<file path="config.mk">
export PLATFORM = sky130hd
export DESIGN_NAME = instr_fetch_unit_flat
export DESIGN_NICKNAME = d
export VERILOG_FILES = /design/src/rtl/instr_fetch_unit_if.sv /design/src/rtl/instr_fetch_unit.sv /design/src/flat_wrapper.sv
export SDC_FILE = /design/constraint.sdc
export NUM_CORES = 1
export LEC_CHECK = 0
export CORE_AREA = 2 2 106 108
export DETAILED_ROUTE_END_ITERATION = 10
export DIE_AREA = 0 0 108 110
export PLACE_DENSITY = 0.82
export SYNTH_ARGS = -nofsm -noshare
export SYNTH_HDL_FRONTEND = slang
export SYNTH_SLANG_ARGS = --single-unit
</file>
<file path="constraint.sdc">
create_clock -name clk -period 5.12 [get_ports clk]
set_input_delay 0.768 -clock clk [delete_from_list [all_inputs] [get_ports clk]]
set_output_delay 0.768 -clock clk [all_outputs]
set_load 0.01 [all_outputs]
</file>
<file path="src/rtl/instr_fetch_unit_if.sv">
// Fetch-stage bus bundle: byte memory port, redirect input and
// decoder-facing instruction handshake.
interface instr_fetch_unit_if #(
  parameter int ADDR_WIDTH = 16
);
  logic                  mem_req;
  logic [ADDR_WIDTH-1:0] mem_addr;
  logic                  mem_ack;
  logic [7:0]            mem_rdata;
  logic                  redirect_valid;
  logic [ADDR_WIDTH-1:0] redirect_pc;
  logic                  instr_valid;
  logic                  instr_ready;
  logic [15:0]           instr_out;
  logic [ADDR_WIDTH-1:0] instr_pc;

  modport master (
    output mem_req,
    output mem_addr,
    input  mem_ack,
    input  mem_rdata,
    input  redirect_valid,
    input  redirect_pc,
    output instr_valid,
    input  instr_ready,
    output instr_out,
    output instr_pc
  );

  modport slave (
    input  mem_req,
    input  mem_addr,
    output mem_ack,
    output mem_rdata,
    output redirect_valid,
    output redirect_pc,
    input  instr_valid,
    output instr_ready,
    input  instr_out,
    input  instr_pc
  );
endinterface

</file>
<file path="src/rtl/instr_fetch_unit.sv">
// Instruction fetch: assembles big-endian 16-bit words from two byte
// reads, buffers them and hands them to the decoder.
module instr_fetch_unit #(
  parameter int                    ADDR_WIDTH = 16,
  parameter logic [ADDR_WIDTH-1:0] RESET_PC   = '0,
  parameter int                    FIFO_DEPTH = 2
) (
  input  logic               clk,
  input  logic               reset,
  instr_fetch_unit_if.master bus
);
  localparam int PW = (FIFO_DEPTH > 1) ? $clog2(FIFO_DEPTH) : 1;
  localparam int CW = $clog2(FIFO_DEPTH + 1);

  typedef logic [ADDR_WIDTH-1:0] addr_t;
  typedef enum logic [1:0] {S_HI, S_LO, S_DRAIN} state_t;

  localparam addr_t ONE = addr_t'(1);

  state_t        state;
  addr_t         fetch_pc;
  addr_t         drain_addr;
  logic [7:0]    hi_byte;
  logic [15:0]   word_q [FIFO_DEPTH];
  addr_t         pc_q   [FIFO_DEPTH];
  logic [PW-1:0] rd_ptr;
  logic [PW-1:0] wr_ptr;
  logic [CW-1:0] count;

  logic req;
  logic fire;
  logic push;
  logic pop;
  logic valid;

  function automatic logic [PW-1:0] nxt(input logic [PW-1:0] p);
    return (p == PW'(FIFO_DEPTH - 1)) ? '0 : p + PW'(1);
  endfunction

  // A word is only started when a slot is free, so S_LO never stalls
  always_comb begin
    req = 1'b0;
    if (!reset)
      req = (state != S_HI) || (count < CW'(FIFO_DEPTH));
  end

  assign fire  = req && bus.mem_ack;
  assign push  = fire && (state == S_LO) && !bus.redirect_valid;
  assign valid = !reset && (count != '0);
  assign pop   = valid && bus.instr_ready && !bus.redirect_valid;

  assign bus.mem_req     = req;
  assign bus.mem_addr    = (state == S_DRAIN) ? drain_addr : fetch_pc;
  assign bus.instr_valid = valid;
  assign bus.instr_out   = reset ? '0 : word_q[rd_ptr];
  assign bus.instr_pc    = reset ? '0 : pc_q[rd_ptr];

  always_ff @(posedge clk) begin
    if (reset) begin
      state      <= S_HI;
      fetch_pc   <= RESET_PC;
      drain_addr <= '0;
      hi_byte    <= '0;
      rd_ptr     <= '0;
      wr_ptr     <= '0;
      count      <= '0;
      for (int i = 0; i < FIFO_DEPTH; i++) begin
        word_q[i] <= '0;
        pc_q[i]   <= '0;
      end
    end else if (bus.redirect_valid) begin
      fetch_pc <= bus.redirect_pc;
      rd_ptr   <= '0;
      wr_ptr   <= '0;
      count    <= '0;
      // An unacked request must still complete before refetching
      unique case (1'b1)
        (state == S_DRAIN):
          state <= bus.mem_ack ? S_HI : S_DRAIN;
        (state != S_DRAIN) && req && !bus.mem_ack: begin
          drain_addr <= bus.mem_addr;
          state      <= S_DRAIN;
        end
        default:
          state <= S_HI;
      endcase
    end else begin
      unique case (state)
        S_HI:
          if (fire) begin
            hi_byte  <= bus.mem_rdata;
            fetch_pc <= fetch_pc + ONE;
            state    <= S_LO;
          end
        S_LO:
          if (fire) begin
            word_q[wr_ptr] <= {hi_byte, bus.mem_rdata};
            pc_q[wr_ptr]   <= fetch_pc - ONE;
            wr_ptr         <= nxt(wr_ptr);
            fetch_pc       <= fetch_pc + ONE;
            state          <= S_HI;
          end
        S_DRAIN:
          if (fire) state <= S_HI;
        default:
          state <= S_HI;
      endcase
      if (pop) rd_ptr <= nxt(rd_ptr);
      unique case ({push, pop})
        2'b10:   count <= count + CW'(1);
        2'b01:   count <= count - CW'(1);
        default: ;
      endcase
    end
  end
endmodule

</file>
<file path="src/flat_wrapper.sv">
// flat-port wrapper written by rule: the top's interface ports become plain ports
module instr_fetch_unit_flat 
#(
  parameter int                    ADDR_WIDTH = 16,
  parameter logic [ADDR_WIDTH-1:0] RESET_PC   = '0,
  parameter int                    FIFO_DEPTH = 2
)
  (clk, reset, bus_mem_req, bus_mem_addr, bus_mem_ack, bus_mem_rdata, bus_redirect_valid, bus_redirect_pc, bus_instr_valid, bus_instr_ready, bus_instr_out, bus_instr_pc);
  instr_fetch_unit_if #(.ADDR_WIDTH(ADDR_WIDTH)) bus_i ();
  input  logic clk;
  input  logic reset;
  output wire logic [$bits(bus_i.mem_req)-1:0] bus_mem_req;
  output wire logic [$bits(bus_i.mem_addr)-1:0] bus_mem_addr;
  input wire logic [$bits(bus_i.mem_ack)-1:0] bus_mem_ack;
  input wire logic [$bits(bus_i.mem_rdata)-1:0] bus_mem_rdata;
  input wire logic [$bits(bus_i.redirect_valid)-1:0] bus_redirect_valid;
  input wire logic [$bits(bus_i.redirect_pc)-1:0] bus_redirect_pc;
  output wire logic [$bits(bus_i.instr_valid)-1:0] bus_instr_valid;
  input wire logic [$bits(bus_i.instr_ready)-1:0] bus_instr_ready;
  output wire logic [$bits(bus_i.instr_out)-1:0] bus_instr_out;
  output wire logic [$bits(bus_i.instr_pc)-1:0] bus_instr_pc;
  assign bus_mem_req = bus_i.mem_req;
  assign bus_mem_addr = bus_i.mem_addr;
  assign bus_i.mem_ack = bus_mem_ack;
  assign bus_i.mem_rdata = bus_mem_rdata;
  assign bus_i.redirect_valid = bus_redirect_valid;
  assign bus_i.redirect_pc = bus_redirect_pc;
  assign bus_instr_valid = bus_i.instr_valid;
  assign bus_i.instr_ready = bus_instr_ready;
  assign bus_instr_out = bus_i.instr_out;
  assign bus_instr_pc = bus_i.instr_pc;
  instr_fetch_unit #(.ADDR_WIDTH(ADDR_WIDTH), .RESET_PC(RESET_PC), .FIFO_DEPTH(FIFO_DEPTH)) u_core (.clk(clk), .reset(reset), .bus(bus_i));
endmodule
</file>
## After elaboration in Yosys (flattened, before gate mapping)

Memories as Yosys holds them, arrays and structs flattened. A register that Yosys moved wholly into a read port is not among the register bits.
Index checks and enable logic that the tools add are counted.

| storage, ports and cells | value |
|---|---|
| bits in registers | 46 |
| bits in latches | 0 |
| memory bits (writable) | 64 |
| ROM bits | 0 |
| input port bits | 29 |
| output and inout bits | 50 |
| logic and storage cells | 85 |
| memories kept | 2 |

Memory list:

| memory | depth | width | read ports | clocked after Yosys merged registers in | write ports | line | source |
|---|---|---|---|---|---|---|---|
| u_core.pc_q | 2 | 16 | 1 | 1 | 2 | instr_fetch_unit.sv:25 | `addr_t pc_q [FIFO_DEPTH];` |
| u_core.word_q | 2 | 16 | 1 | 1 | 2 | instr_fetch_unit.sv:24 | `logic [15:0] word_q [FIFO_DEPTH];` |

| cells by class | value |
|---|---|
| add/sub/neg operators | 6 |
| multipliers | 0 |
| div/mod/pow operators | 0 |
| order comparisons | 1 |
| equality and inequality tests | 7 |
| shift operators | 0 |
| mux-type cells | 33 |
| bitwise logic cells | 1 |
| reductions and logical operators | 28 |

Operators by type and width:

| operator | count |
|---|---|
| $mux W16 | 8 |
| $reduce_or A16 Y1 | 2 |
| $mux W1 | 18 |
| $add A16 B1 Y16 const B | 1 |
| $sub A16 B1 Y16 const B | 1 |
| $pmux W2 S2 | 3 |
| $reduce_bool A2 Y1 | 5 |
| $logic_and A1 B1 Y1 | 8 |
| $mux W2 | 4 |
| $reduce_and A2 Y1 | 4 |
| $reduce_or A2 Y1 | 3 |
| $eq A2 B1 Y1 const B | 2 |
| $eq A2 B2 Y1 const B | 2 |
| $logic_not A1 Y1 | 3 |
| $ne A3 B1 Y1 const B | 1 |
| $ne A3 B2 Y1 const B | 1 |
| $reduce_and A3 Y1 | 1 |
| $add A1 B1 Y1 const B | 2 |
| $add A2 B1 Y2 const B | 1 |
| $logic_not A2 Y1 | 1 |
| $lt A2 B2 Y1 const B | 1 |
| $ne A2 B2 Y1 const B | 1 |
| $sub A2 B1 Y2 const B | 1 |
| $logic_or A1 B1 Y1 | 1 |
| $not A1 Y1 | 1 |

## Longest topological paths before layout

| depth | value |
|---|---|
| depth after elaboration | 11 |
| mapped depth | 8 |
| mapped depth without buffers | 8 |

## Worst setup path after synthesis

No wires, ideal clock.

| timing path | value |
|---|---|
| path type | input to register |
| from | in reset |
| to | mem u_core.pc_q[0][0] in the netlist's numbering (enable) |
| setup time | 394 ps |
| data arrival time | 2182 ps |
| required time | 4726 ps |
| path slack | 2544 ps |
| stages on the path | 4 |
| buffers on the path | 1 |
| cells stage by stage | clkbuf_1 nor2_1 nand4_1 nand2b_1 |

RTL lines:

| element | line | source |
|---|---|---|
| from (decl) | flat_wrapper.sv:11 | `input logic reset;` |
| to (decl) | instr_fetch_unit.sv:25 |  |

## Worst setup path after layout

| timing path | value |
|---|---|
| from | in reset |
| to | out bus_instr_out[14] |

| on the way | value |
|---|---|
| longest elaborated chain between the ends | 1 |

RTL lines:

| element | line | source |
|---|---|---|
| $mux W16 | instr_fetch_unit.sv:55 | `assign bus.instr_out = reset ? '0 : word_q[rd_ptr];` |
| to (decl) | flat_wrapper.sv:20 | `output wire logic [$bits(bus_i.instr_out)-1:0] bus_instr_out;` |

No other way between the ends.

==> out/results.tsv <==
stage	metric	value	unit
worst_hold_path	hold_path.class	reg -> reg	
cts	clk_pin_slew	0.11	ns
floorplanning	fp.dieArea	11900	um2
floorplanning	die_x	108	um
place	place_congestion	0.834	
yosys	synth_most_common_cell	nor2_1	
yosys	synth_top_area_frac	0.336	
power_and_ir_drop	pwr-share-seq	0.580	
place	port_buffers	78	
global_routing	grt_max_degree	49	
floorplanning	die_y	110	um
finish	area_growth	16.9	%
sta	finalHoldViolations	0	
finish	diodes	0	
global_routing	globalRouteOverflowTotal	0	
global_routing	grt_pass1_wl	18900	um
critical_path	r2r_slack	2.62	ns
cts	postCtsHoldBufs	0	
place	dp_hpwl	7930	um
cts	post_cts_buffers	0	
finish	final_area	6690	um2
critical_path	crit_type	in -> out	
drt	routed_wl	11400	um
yosys	syn_inst	537	
floorplanning	io_pins	79	
global_routing	grt_pass1_vias	3940	
cts	cts_tree	built	
critical_path	worst_ep_required_time	4.35	ns
yosys	synth_common_cells	nor2_1 (107), edfxtp_1 (64), mux2i_1 (59)	
power_and_ir_drop	p_clk_frac	0.293	
drt	firstDrtPassIters	4	
power_and_ir_drop	p_per_area	259	nW/um2
critical_path	cp_max_fo	48	
drt	detail_route.iter0.violations	290	
global_routing	antenna_found_initial	0	
sta	finalCritPeriodShare	0.649	
yosys	syn_area_per_cell	10.7	um2
place	dp.cells	716	
yosys	seq_area_frac_synth	0.500	
yosys	synth_edf_count	64	
sta	fin_skew	0.0170	ns
power_and_ir_drop	power.share.switching	0.270	
critical_path	crit_path_start_kind	input port	
power_and_ir_drop	power.leakage	2.26	nW
yosys	synth_area_leader_cell	edfxtp_1	
floorplanning	start_util	0.535	
sta	slew_viol_final	0	
yosys	syn_nets	572	
yosys	netlist_top_cells_area	edfxtp_1 (34%), dfxtp_1 (16%), mux2i_1 (10%)	
cts	cts_buffer_depth	2	
cts	insertion_delay	0.39	ns
yosys	synth.cell_area	5720	um2
place	place_area	6500	um2
sta	setup_viol	0	
yosys	ys.warnings.count	0	
yosys	synth_cell_type_count	55	
sta	rsz0062_at_grt	false	
cts	cts.sinks	111	
sta	tns	0	ns
drt	detail_route.wl_per_cell	15.6	um
cts	cts_buffers	9	
yosys	async_flop_share	0	
floorplanning	num_rows	38	
drt	ant_nets	0	
cts	cts-root-buf	clkbuf_8	
yosys	synthFlopType	edfxtp_1	
critical_path	critPathCaptureType	primary output	
drt	via_per_inst	5.52	
finish	layout.nets	622	
drt	route.detailed.drc	0	
power_and_ir_drop	p_int	0.00127	W
power_and_ir_drop	irDropWorstVdd	176	uV
global_routing	grt_usage	0.204	
critical_path	crit_arrival	2.55	ns
finish	layout.cells.non_filler	732	
sta	fmax	0.301	GHz
yosys	ys_ff_latch	111	
run	maxCapViolCount	0	
power_and_ir_drop	p_sw	0.000469	W
drt	vias	4039	
power_and_ir_drop	p_comb_frac	0.126	
sta	maxSlewHeadroom	0.338	
power_and_ir_drop	totalPowerFinal	0.00174	W
cts	post_cts_resized	0	
sta	period_needed	3.32	ns
floorplanning	core-area	10700	um2
finish	layout-drive-gt1-share	0.0861	
cts	cts_max_level	3	
sta	tightest_slew	0.993	ns
run_status	outcome	finished clean	
==> layout by cell type (no fill, tap or decap), types with 3 or more instances in the layout <==
cell type | synthesis | layout
nor4_1 | 4 | 4
nand2b_1 | 4 | 4
nor4_4 | 4 | 4
ha_1 | 6 | 6
xnor2_1 | 11 | 11
clkbuf_8 | 0 | 9
mux2i_1 | 59 | 59
dfxtp_1 | 47 | 46
nor3b_1 | 5 | 5
nand4_1 | 10 | 10
or3_1 | 3 | 3
nand2_1 | 16 | 16
mux2_2 | 12 | 12
and4_1 | 3 | 3
and2_1 | 35 | 35
a2111oi_4 | 4 | 4
xor2_1 | 9 | 9
a211oi_1 | 10 | 10
buf_4 | 3 | 4
clkdlybuf4s50_1 | 0 | 77
nor3_1 | 7 | 7
a21oi_1 | 10 | 10
nand3_1 | 10 | 10
o21ai_0 | 11 | 11
nand4b_1 | 4 | 4
nor2_1 | 107 | 107
inv_1 | 10 | 10
edfxtp_1 | 64 | 64
==> path summary, 6_finish.rpt <==
check | endpoint | cells past startpoint | from
max | bus_instr_out[14] | 4 | reset
min | u_core.drain_addr[2] | 2 | u_core.drain_addr[2]
max reg2reg | u_core.word_q[0][7] | 6 | u_core.state[1]
min reg2reg | u_core.drain_addr[2] | 2 | u_core.drain_addr[2]
==> per-layer routing <==
layer / up-vias / share of wire / GRT usage
met5: - / 0 / 0
met4: 0 / 0.013 / 0.0586
met3: 12 / 0.044 / 0.0488
met2: 96 / 0.49 / 0.348
met1: 1924 / 0.45 / 0.261
li1: 2007 / - / -
==> sequential cells by signal, indices dropped and copies added, names as in the netlist, named ones only <==
register	flops
u_core.rd_ptr	1
u_core.wr_ptr	1
u_core.pc_q	32
u_core.fetch_pc	16
u_core.word_q	32
u_core.hi_byte	8
u_core.state	2
u_core.drain_addr	16
u_core.count	2
==> logic make-up (layout without fill, tap and decap cells) <==
logic type                 after synthesis  after routing  synth area share
AOI/OAI and AO/OA                       49             49            0.0734
xor gates and xnor gates                20             20            0.0306
adders and majority gates                6              6            0.0131
muxes                                   71             71             0.127
buffers and inverters                   53            108            0.0428
and+or+nand+nor                        227            227             0.213
DFF                                    111            111             0.500
==> critical path, cell delays in order <==
cell             delay, ns
buf_2                 0.64
buf_4                 0.50
nor2_1                0.11
clkdlybuf4s50_1       0.52
==> power groups by stage <==
stage	clock (W)	sequential [W]	combinational, W
5_1_grt	0.000547	0.00101	0.000240
4_1_cts	0.000512	0.00101	0.000221
2_1_floorplan	0	0.00100	0.000157
6_report	0.000509	0.00101	0.000219
3_5_place_dp	0	0.00103	0.000219
3_3_place_gp	0	0.00102	0.000214
==> final cells by class <==
type                       instances  area [um2]
clock buffer                      10         128
clock inverter                     6        56.3
fill                             880        4010
inverter                          10        37.5
multi-input combinational        373        2620
sequential                       111        2860
tap                              140         175
timing repair buffer              82         806
==> through the flow <==
step	worst slack, ns	hold WS (ns)	util
after floorplan	2.54	0.454	-
after global placement	1.72	0.467	0.608
after detailed placement	1.66	0.481	0.608
after CTS	1.79	0.508	0.625
after global routing	1.68	0.538	0.625
final	1.80	0.501	0.625
Power figures use the tool's default switching activity.
